`src/rtl/detector_jogada.sv`:
```
// rtl/detector_jogada.sv - note-button synchroniser, whole-vector debounce and single-press strobe FSM
module detector_jogada #(
    parameter int N_BOTOES        = 7,
    parameter int DEBOUNCE_CICLOS = 50000,
    parameter int CNT_W           = 16,
    parameter int COD_W           = 3
) (
    input  logic                clock,
    input  logic                reset,
    input  logic [N_BOTOES-1:0] botoes,
    input  logic                habilita,
    output logic                tem_jogada,
    output logic                tem_botao_pressionado,
    output logic [N_BOTOES-1:0] jogada,
    output logic [COD_W-1:0]    codigo,
    output logic                multiplo,
    output logic [1:0]          db_estado
);

    typedef enum logic [1:0] {
        LIVRE     = 2'd0,
        PULSO     = 2'd1,
        SEGURANDO = 2'd2,
        INVALIDO  = 2'd3
    } estado_t;

    localparam logic [CNT_W-1:0] CNT_MAX = CNT_W'(DEBOUNCE_CICLOS - 1);

    logic [N_BOTOES-1:0] sinc1_q, sinc2_q;
    logic [N_BOTOES-1:0] candidato_q, candidato_d;
    logic [CNT_W-1:0]    cnt_q, cnt_d;
    logic [N_BOTOES-1:0] estavel_q, estavel_d;
    estado_t             estado_q, estado_d;
    logic [N_BOTOES-1:0] jogada_q, jogada_d;
    logic [COD_W-1:0]    codigo_q, codigo_d;

    logic                um_bit;
    logic                algum_bit;
    logic [COD_W-1:0]    codigo_enc;

    always_ff @(posedge clock) begin
        if (reset) begin
            sinc1_q <= '0;
            sinc2_q <= '0;
        end else begin
            sinc1_q <= botoes;
            sinc2_q <= sinc1_q;
        end
    end

    // The whole vector must sit unchanged for DEBOUNCE_CICLOS cycles; any bit moving restarts the count.
    always_comb begin
        candidato_d = candidato_q;
        cnt_d       = cnt_q;
        estavel_d   = estavel_q;
        if (sinc2_q != candidato_q) begin
            candidato_d = sinc2_q;
            cnt_d       = '0;
        end else if (cnt_q == CNT_MAX) begin
            estavel_d = candidato_q;
        end else begin
            cnt_d = cnt_q + 1'b1;
        end
    end

    always_ff @(posedge clock) begin
        if (reset) begin
            candidato_q <= '0;
            cnt_q       <= '0;
            estavel_q   <= '0;
        end else begin
            candidato_q <= candidato_d;
            cnt_q       <= cnt_d;
            estavel_q   <= estavel_d;
        end
    end

    assign algum_bit = (estavel_q != '0);
    assign um_bit    = algum_bit && ((estavel_q & (estavel_q - N_BOTOES'(1))) == '0);

    always_comb begin
        codigo_enc = '0;
        for (int i = 0; i < N_BOTOES; i++) begin
            if (estavel_q[i]) begin
                codigo_enc = COD_W'(i + 1);
            end
        end
    end

    // Capture happens only on the LIVRE->PULSO transition, so jogada/codigo hold across later presses.
    always_comb begin
        estado_d   = estado_q;
        jogada_d   = jogada_q;
        codigo_d   = codigo_q;
        tem_jogada = 1'b0;
        multiplo   = 1'b0;
        unique case (estado_q)
            LIVRE: begin
                if (algum_bit) begin
                    if (!um_bit) begin
                        estado_d = INVALIDO;
                    end else if (habilita) begin
                        estado_d = PULSO;
                        jogada_d = estavel_q;
                        codigo_d = codigo_enc;
                    end else begin
                        estado_d = SEGURANDO;
                    end
                end
            end
            PULSO: begin
                tem_jogada = 1'b1;
                estado_d   = SEGURANDO;
            end
            SEGURANDO: begin
                if (!algum_bit) begin
                    estado_d = LIVRE;
                end
            end
            INVALIDO: begin
                multiplo = 1'b1;
                if (!algum_bit) begin
                    estado_d = LIVRE;
                end
            end
            default: estado_d = LIVRE;
        endcase
    end

    always_ff @(posedge clock) begin
        if (reset) begin
            estado_q <= LIVRE;
            jogada_q <= '0;
            codigo_q <= '0;
        end else begin
            estado_q <= estado_d;
            jogada_q <= jogada_d;
            codigo_q <= codigo_d;
        end
    end

    assign tem_botao_pressionado = algum_bit;
    assign jogada                = jogada_q;
    assign codigo                = codigo_q;
    assign db_estado             = estado_q;

endmodule

```
`config.mk`:
```
export PLATFORM = sky130hd
export DESIGN_NAME = detector_jogada
export DESIGN_NICKNAME = d
export VERILOG_FILES = /design/src/rtl/detector_jogada.sv
export SDC_FILE = /design/constraint.sdc
export NUM_CORES = 1
export LEC_CHECK = 0
export BUFFER_PORTS_ARGS = -buffer_cell sky130_fd_sc_hd__buf_4
export CAP_MARGIN = 20
export CORE_ASPECT_RATIO = 1.2
export CORE_MARGIN = 3
export CORE_UTILIZATION = 43
export CTS_CLUSTER_SIZE = 30
export DETAILED_ROUTE_END_ITERATION = 10
export PLACE_DENSITY = 0.7
export SLEW_MARGIN = 20
export SYNTH_ARGS = -nofsm -noshare
export SYNTH_HDL_FRONTEND = slang
export SYNTH_SLANG_ARGS = --single-unit
export TNS_END_PERCENT = 50
```
`constraint.sdc`:
```
create_clock -name clock -period 4.83 [get_ports clock]
set_input_delay 0.483 -clock clock [delete_from_list [all_inputs] [get_ports clock]]
set_output_delay 0.483 -clock clock [all_outputs]
set_load 0.03 [all_outputs]
```
* Word level (Yosys, flattened, before mapping)
Cells that the tools add are included.
Cells by class: add/sub/neg operators 2, equal/unequal tests 7, mux-type cells 14, bitwise operators 2, reductions and logical operators 9
Operators by type and width (count):
- $mux W3 | 6
- $add A16 B1 Y16 const B | 1
- $eq A16 B16 Y1 const B | 1
- $mux W2 | 4
- $and A7 B7 Y7 | 1
- $logic_not A7 Y1 | 1
- $ne A7 B7 Y1 | 1
- $reduce_bool A7 Y1 | 1
- $sub A7 B1 Y7 const B | 1
- $pmux W2 S3 | 1
- $eq A2 B2 Y1 const B | 2
- $ne A2 B2 Y1 const B | 2
- $reduce_and A2 Y1 | 2
- $reduce_and A4 Y1 | 1
- $reduce_or A2 Y1 | 2
- $mux W1 | 3
- $eq A2 B1 Y1 const B | 1
- $logic_not A2 Y1 | 1
- $logic_and A1 B1 Y1 | 1
- $not A1 Y1 | 1
Word-level totals: flip-flop bits (word level) 56, bits of input ports 10, output and inout bits 15, word-level logic and storage cells 42

* Logic depth before layout (Yosys ltp)
Gate-level depths: netlist of run 1.
word-level depth 7, mapped depth 6, mapped depth without buffers 5

* Worst setup path before layout of run 1
No wires, ideal clock.
kind flip-flop to flip-flop, start register cnt_q[4], end register estavel_q[0], library setup time 0.072 ns, data arrival time 1.755 ns, required time 4.758 ns, setup slack 3.004 ns, stages on the path, launching flop included 6, path buffers 1, clock period less this slack 1.826 ns, cells stage by stage dfxtp_1 or4b_4 nor4_4 and3_1 buf_6 mux2i_1
On the way: longest elaborated chain between the ends 2
Ends and longest elaborated chain:
- from (decl) | line 31 | logic [CNT_W-1:0] cnt_q, cnt_d;
- from (signal assigned) | line 73 | cnt_q <= cnt_d;
- $eq A16 B16 Y1 | line 59 | end else if (cnt_q == CNT_MAX) begin
- $reduce_and A2 Y1 (no source line)
- to (signal assigned) | line 74 | estavel_q <= estavel_d;
- to (decl) | line 32 | logic [N_BOTOES-1:0] estavel_q, estavel_d;
No other way between the ends. A chain may end at the register's enable or synchronous reset.

* Final worst setup path of run 1
Same ends and word-level chain as after synthesis.

==> out/results.ini, run 1 <==
[drt]
drt.antenna.violating_nets=0
num_vias=1618
firstDrtPassIters=4
dr.first_iter.drc_count=67
route.detailed.drc=0
drt-wirelength-per-cell_um=11.5
via_per_inst=5.02
wl_um=3710

[global_routing]
grt_pass1_vias=1501
grt_use_total_pct=13.4
grt_max_degree=28
grt_first_pass_wirelength_um=6600
overflow=0
antenna_found_initial=0

[status]
outcome=finished, final reports clean

[setup_path]
endpoint_kind=flop
reg2reg_setup_slack_ps=2690
crit_path_start=cnt_q[4]
r2r_start=cnt_q[4]
criticalPathCategory=reg -> reg
reg2reg_depth=4
max_stage_delay_ps=560
rr_endpoint=estavel_q[0]
cp_max_fo=8
cp_data_arrival_time_ps=2380
critPathSlowestCell=or4b_4
path_cells=or4b_4 -> nor4_4 -> and3_1 -> mux2i_1
critical_path.endpoint=estavel_q[0]
critPathRequiredTime_ps=5070
worst_setup_path_start_kind=flop

[logic_synthesis]
syn-num-nets=249
synthTopCellsByCount=56 x dfxtp_1, 27 x nand2_1, 25 x nor2b_1
synth_edf_count=0
synth_top_area_cell=dfxtp_1
syn_area_mm2=0.00226
post-synth-top-count-cell=dfxtp_1
yosysSeqAreaShare_pct=49.6
postSynthCellCount=238
yosys_warnings=0
syn-mean-instance-area_um2=9.50
synthArstFlopShare_pct=0
synth_top_area_share_pct=49.6
yosys_most_used_dff=dfxtp_1
ys_types=38
ys_top_cells_by_area=dfxtp_1 50%, nor2b_1 6.9%, mux2i_1 6.6%
ys_ff_latch=56

[floorplan]
row_count=28
die_x_um=72.2
die_h_um=85.5
ios=25
coreArea_mm2=0.00501
dieArea_mm2=0.00617
initial_core_util_pct=45.2

[clock_network]
max-clock-path-buffers=2
insertion_delay_ps=310
post_cts_buffers=0
clk_pin_slew_ps=100
cts_tree=built
clockRootBuffer=clkbuf_8
clock-sinks=56
ctsHoldBuffers=0
cts_resized=0
cts_buffers=5
htree_num_levels=2

[sta]
setup_violations=0
max-slew-margin-rel_pct=56.7
period_needed_ps=2140
rsz0062_at_grt=no
drv_slew=0
fin_skew_ps=5.97
final.setup.tns_ps=0
whs_ps=373
worst_pin_slew_ps=649
final.period_utilization_pct=44.3
hold_violations=0
fmax_mhz=467

[hold_path]
hold_start=botoes[5]
hold_class=in -> reg
min_path_cells=2

[pwr]
total_power_mw=0.756
leakage_nw=1.03
peakVddDrop_mv=0.152
power_density_mw_per_mm2=294

[flow_run]
max_cap_violations=0

[place]
port_buffers=24
dp_hpwl_um=2600
gp_congestion=0.726

[final_layout]
diodes=0
final_core_util_pct=51.3
nNetsFinal=272
drive_above_1_share_pct=14.1
synthToLayoutAreaGrowth_pct=13.7

-- final cells by class --
| cell class | instances | area, µm² |
|---|---|---|
| flip-flops and latches | 56 | 1120 |
| multi-input cells | 168 | 1080 |
| fillers | 469 | 2440 |
| clock buffers | 5 | 68.8 |
| repair buffers | 24 | 180 |
| well taps | 60 | 75.1 |
| inverters | 6 | 22.5 |
| clock inverters | 3 | 23.8 |
-- kinds of logic after synthesis --
logic type,count (synthesis),share of synthesized area [%]
AOI/OAI and AO/OA,20,5.64
and+or+nand+nor,110,26.2
adders and majority gates,1,0.553
xor gates and xnor gates,20,7.74
DFF,56,49.6
buffers and inverters,14,2.71
muxes,17,7.63
-- stage by stage --
step | setup slack [ps] | cell area (µm²) | instances
after global placement | 2610 | 2480 | 314
after floorplan | 3000 | 2260 | 238
final | 2690 | 2570 | 322
after global routing | 2500 | 2570 | 322
after CTS | 2660 | 2570 | 322
after detailed placement | 2500 | 2480 | 314
-- worst max-delay path: cells and delay by family (launching register included) --
family | cells | cell delay, ps
flops | 1 | 370
mux | 1 | 230
simple gates | 3 | 1480
-- placed cells by master (no fill, tap or decap), drive strengths merged, types with 5 or more instances in the layout --
cell type / n
mux2i: 15
nor3: 12
o21ai: 5
xnor2: 10
clkbuf: 5
a21oi: 6
nor4: 6
nand2: 27
dfxtp: 56
buf: 24
nand3: 7
inv: 6
xor2: 10
nor2: 19
nor2b: 25
-- flip-flops by register name, summed over array words and instances (netlist names) --
name	cells
jogada	7
cnt_q	16
codigo	3
sinc2_q	7
db_estado	2
candidato_q	7
sinc1_q	7
estavel_q	7
-- power by group --
part           switching [mW]  leakage, nW  internal, mW  total, mW
Clock                   0.152       0.0404         0.103      0.254
Combinational          0.0153        0.533        0.0126     0.0279
Sequential            0.00395        0.455         0.469      0.473
-- how the worst min path moves through the flow --
stage                     slack [ps]    endpoint
final                            370  sinc1_q[5]
after global placement           420  sinc2_q[2]
after floorplan                  410  sinc2_q[0]
after CTS                        360  sinc1_q[5]
after global routing             370  sinc1_q[2]
after detailed placement         420  sinc2_q[5]
-- routing by layer --
layer	vias to the layer above	share of wire (%)	global-route usage, %
met3	4	4.5	2.84
met2	28	47	21.4
met1	733	47	17.3
li1	853	-	-
met4	0	1.4	5.64
met5	-	0	0
Note: power is estimated with default switching activity, not from simulation.
==> run 2: changes to the inputs <==
==> constraint.sdc (replaced) <==
create_clock -name clock -period 2.18 [get_ports clock]
set_input_delay 0.218 -clock clock [delete_from_list [all_inputs] [get_ports clock]]
set_output_delay 0.218 -clock clock [all_outputs]
set_load 0.03 [all_outputs]
==> out/results.ini, run 2 (synthesis results as in run 1) <==
[place]
dp_hpwl_um=2530
port_buffers=24
dpl_cell_area_mm2=0.00251
gp_congestion=0.779

[pwr]
combPwrFrac_pct=4.0
internal_power_mw=1.32
clkPwrFrac_pct=34.6
switching_share_pct=23.0
peakVddDrop_mv=0.408
share_seq_of_total_power_pct=61.3
power_density_mw_per_mm2=656
leakage_nw=1.06
p_sw_mw=0.394

[setup_path]
reg2reg_depth=4
rr_endpoint=estavel_q[5]
cp_data_arrival_time_ps=2120
crit_path_start=cnt_q[4]
endpoint_kind=flop
critical_path.endpoint=estavel_q[5]
reg2reg_setup_slack_ps=290
worst_setup_path_start_kind=flop
r2r_start=cnt_q[4]
critPathRequiredTime_ps=2410
criticalPathCategory=reg -> reg
cp_max_fo=7

[hold_path]
min_path_cells=2
hold_class=in -> reg

[final_layout]
final_area_mm2=0.00261
nNetsFinal=276
final_core_util_pct=52.0
largest_register_ffs=16
final_common_cell=dfxtp_1
top_register=cnt_q
seq_area_mm2=0.00112
final_cell_mix=56 x dfxtp_1, 28 x buf_4, 27 x nand2_1
nFillCells=469
synthToLayoutAreaGrowth_pct=15.2
multi_input_area_mm2=0.00108
drive_above_1_share_pct=15.4
diodes=0

[drt]
wl_um=3620
firstDrtPassIters=4
via_per_inst=4.93
dr.first_iter.drc_count=54
drt-wirelength-per-cell_um=11.1
num_vias=1607
route.detailed.drc=0
drt.antenna.violating_nets=0

[clock_network]
clk_pin_slew_ps=100
post_cts_buffers=0
clock-sinks=56
cts_buffers=5
cts_tree=built
ctsHoldBuffers=0
cts_resized=0
insertion_delay_ps=310
max-clock-path-buffers=2
htree_num_levels=2
clockRootBuffer=clkbuf_8

[floorplan]
die_h_um=85.5
row_count=28
dieArea_mm2=0.00617
coreArea_mm2=0.00501
initial_core_util_pct=45.2
ios=25
die_x_um=72.2

[sta]
hold_violations=0
whs_ps=113
fin_skew_ps=10.6
rsz0062_at_grt=no
final.setup.tns_ps=0
max-slew-margin-rel_pct=52.7
worst_pin_slew_ps=708
final.period_utilization_pct=86.5
drv_slew=0
period_needed_ps=1890
fmax_mhz=530
setup_violations=0

[global_routing]
antenna_found_initial=0
grt_use_total_pct=12.4
grt_max_degree=28
grt_pass1_vias=1429
overflow=0
grt_first_pass_wirelength_um=6090

[status]
outcome=finished, final reports clean

[flow_run]
max_cap_violations=0

## run 2: changes by cell type in the layout (fill, tap and decap cells not counted)
| cell | previous run | this run |
|---|---|---|
| clkinv_4 | 1 | 0 |
| clkinvlp_4 | 2 | 0 |
| inv_8 | 0 | 1 |
| buf_4 | 24 | 28 |
| inv_6 | 0 | 2 |
## run 2: how the worst min path moves through the flow
stage	slack, ps	startpoint	endpoint
floorplan	290	reset	sinc1_q[2]
detailed placement	420	sinc1_q[3]	sinc2_q[3]
global route	100	botoes[3]	sinc1_q[3]
CTS	100	botoes[6]	sinc1_q[6]
finish	110	botoes[5]	sinc1_q[5]
global placement	420	sinc1_q[4]	sinc2_q[4]
## run 2: final cells by class
cell class / count / share of cell area (%)
Timing Repair Buffer: 28 / 8.07
Sequential cell: 56 / 43.0
Tap cell: 60 / 2.88
Clock buffer: 5 / 2.64
Multi-Input combinational cell: 168 / 41.4
Inverter: 6 / 0.864
Clock inverter: 3 / 1.10
## run 2: power by group through the flow
stage / Clock, mW / Combinational (mW) / Sequential, mW
finish: 0.592 / 0.0692 / 1.05
global route: 0.656 / 0.0781 / 1.05
CTS: 0.618 / 0.0703 / 1.05
detailed placement: 0 / 0.0701 / 1.07
global placement: 0 / 0.0685 / 1.07
floorplan: 0 / 0.0420 / 1.07
## run 2: routing by layer
| layer | track usage, % | vias to the layer above | wire, µm | part of all wire (%) |
|---|---|---|---|---|
| li1 | - | 864 | - | - |
| met1 | 15.2 | 708 | 1800 | 50 |
| met2 | 20.1 | 28 | 1590 | 44 |
| met3 | 3.67 | 7 | 165 | 4.6 |
| met4 | 5.13 | 0 | 67 | 1.8 |
| met5 | 0 | - | 0 | 0 |
## run 2: through the flow
stage                     power (mW)  setup WS (ps)  instances
after floorplan                 1.11            354        238
after global routing            1.79            168        326
after global placement          1.14            375        318
after CTS                       1.74            289        326
final                           1.71            295        326
after detailed placement        1.14            322        318
## run 2: critical path, stage by stage, from the launching register on
cell and delay [ps]:
dfxtp_1 370, or4b_4 550, nor4_4 230, and3_1 430, mux2i_1 230
==> run 3: changes to the inputs <==
--- a/config.mk
+++ b/config.mk
@@ -13,6 +13,7 @@
 export CTS_CLUSTER_SIZE = 30
 export DETAILED_ROUTE_END_ITERATION = 10
 export PLACE_DENSITY = 0.7
+export REMOVE_ABC_BUFFERS = 1
 export SLEW_MARGIN = 20
 export SYNTH_ARGS = -nofsm -noshare
 export SYNTH_HDL_FRONTEND = slang
==> out/results.ini, run 3 (synthesis results as in run 1) <==
[status]
outcome=finished, final reports clean

[floorplan]
dieArea_mm2=0.00617
ios=25
die_x_um=72.2
coreArea_mm2=0.00501
initial_core_util_pct=45.2
die_h_um=85.5
row_count=28

[setup_path]
reg2reg_setup_slack_ps=300
cp_data_arrival_time_ps=2120
endpoint_kind=flop
critical_path.endpoint=estavel_q[3]
worst_setup_path_start_kind=flop
reg2reg_depth=4
criticalPathCategory=reg -> reg
r2r_start=cnt_q[4]
crit_path_start=cnt_q[4]
cp_max_fo=7
rr_endpoint=estavel_q[3]
critPathRequiredTime_ps=2420

[global_routing]
grt_busiest_layer=met2
overflow=0
grtUsageMet2_pct=20.5
antenna_found_initial=0
grt_max_degree=28
grt_first_pass_wirelength_um=6350
grt_use_total_pct=12.8
grt_util_met3_pct=3.67
use_met1_pct=16.2
grt_pass1_vias=1459

[clock_network]
clockRootBuffer=clkbuf_8
cts_buffers=5
clock-sinks=56
htree_num_levels=2
max-clock-path-buffers=2
post_cts_buffers=0
ctsHoldBuffers=0
insertion_delay_ps=310
clk_pin_slew_ps=100
cts_resized=0
cts_tree=built

[final_layout]
final_common_cell=dfxtp_1
nNetsFinal=277
synthToLayoutAreaGrowth_pct=15.5
top_register=cnt_q
final_core_util_pct=52.1
final_cell_mix=56 x dfxtp_1, 29 x buf_4, 27 x nand2_1
fin_cells=327
largest_register_ffs=16
diodes=0
drive_above_1_share_pct=15.7
nFillCells=466

[hold_path]
hold_class=in -> reg
hold_start=botoes[2]

[pwr]
peakVddDrop_mv=0.456
power_density_mw_per_mm2=653
leakage_nw=1.06

[sta]
period_needed_ps=1880
fin_skew_ps=4.96
final.setup.tns_ps=0
max-slew-margin-rel_pct=71.2
whs_ps=109
rsz0062_at_grt=no
drv_slew=0
worst_pin_slew_ps=420
setup_violations=0
final.period_utilization_pct=86.4
fmax_mhz=531
hold_violations=0

[drt]
route.detailed.drc=0
drt-wirelength-per-cell_um=11.3
firstDrtPassIters=4
num_vias=1608
wl_um=3700
dr.first_iter.drc_count=76
via_per_inst=4.92
drt.antenna.violating_nets=0

[flow_run]
max_cap_violations=0

[place]
port_buffers=24
gp_congestion=0.759
dp.cells=319
dp_hpwl_um=2590

==> run 3: cell types whose count changed in the layout (fill, tap and decap cells not counted) <==
| cell | previous run | this run |
|---|---|---|
| buf_4 | 28 | 29 |
| clkinvlp_4 | 0 | 1 |
| inv_6 | 2 | 0 |
| clkinv_4 | 0 | 1 |
==> run 3: per-stage QoR <==
stage               worst slack (ps)  total power, mW  instance area [µm²]
floorplan                        259             1.11                 2220
global placement                 359             1.14                 2520
detailed placement               302             1.14                 2520
CTS                              276             1.73                 2610
global route                     116             1.77                 2610
finish                           296             1.71                 2610
==> run 3: layer usage <==
metal	routed length, µm	vias to the layer above
met5	0	-
met4	70	0
met2	1630	29
met3	157	7
met1	1830	713
li1	-	859
==> run 3: how the worst min path moves through the flow <==
stage	endpoint	slack [ps]	depth (start not counted)
final	sinc1_q[2]	110	2
after global placement	sinc2_q[0]	420	1
after CTS	sinc1_q[2]	100	2
after floorplan	candidato_q[0]	290	1
after global routing	sinc1_q[2]	100	2
after detailed placement	sinc2_q[2]	420	1
==> run 3: critical path: stages (launching register included) <==
cell	delay [ps]
dfxtp_1	360
or4b_4	560
nor4_4	240
and3_1	430
mux2i_1	240
==> run 3: power by group <==
part	internal (mW)	leakage, nW	total [mW]	switching (mW)
clock	0.236	0.0463	0.586	0.350
combinational	0.0343	0.557	0.0708	0.0365
sequential	1.04	0.455	1.05	0.00819
total	1.31	1.06	1.71	0.395
==> run 3: layout make-up <==
cell class / count / area (µm²) / area share, %
clock inverters: 3 / 27.5 / 1.05
well taps: 60 / 75.1 / 2.87
inverters: 6 / 22.5 / 0.862
flip-flops and latches: 56 / 1120 / 42.9
clock buffers: 5 / 68.8 / 2.63
multi-input cells: 168 / 1080 / 41.3
repair buffers: 29 / 218 / 8.33
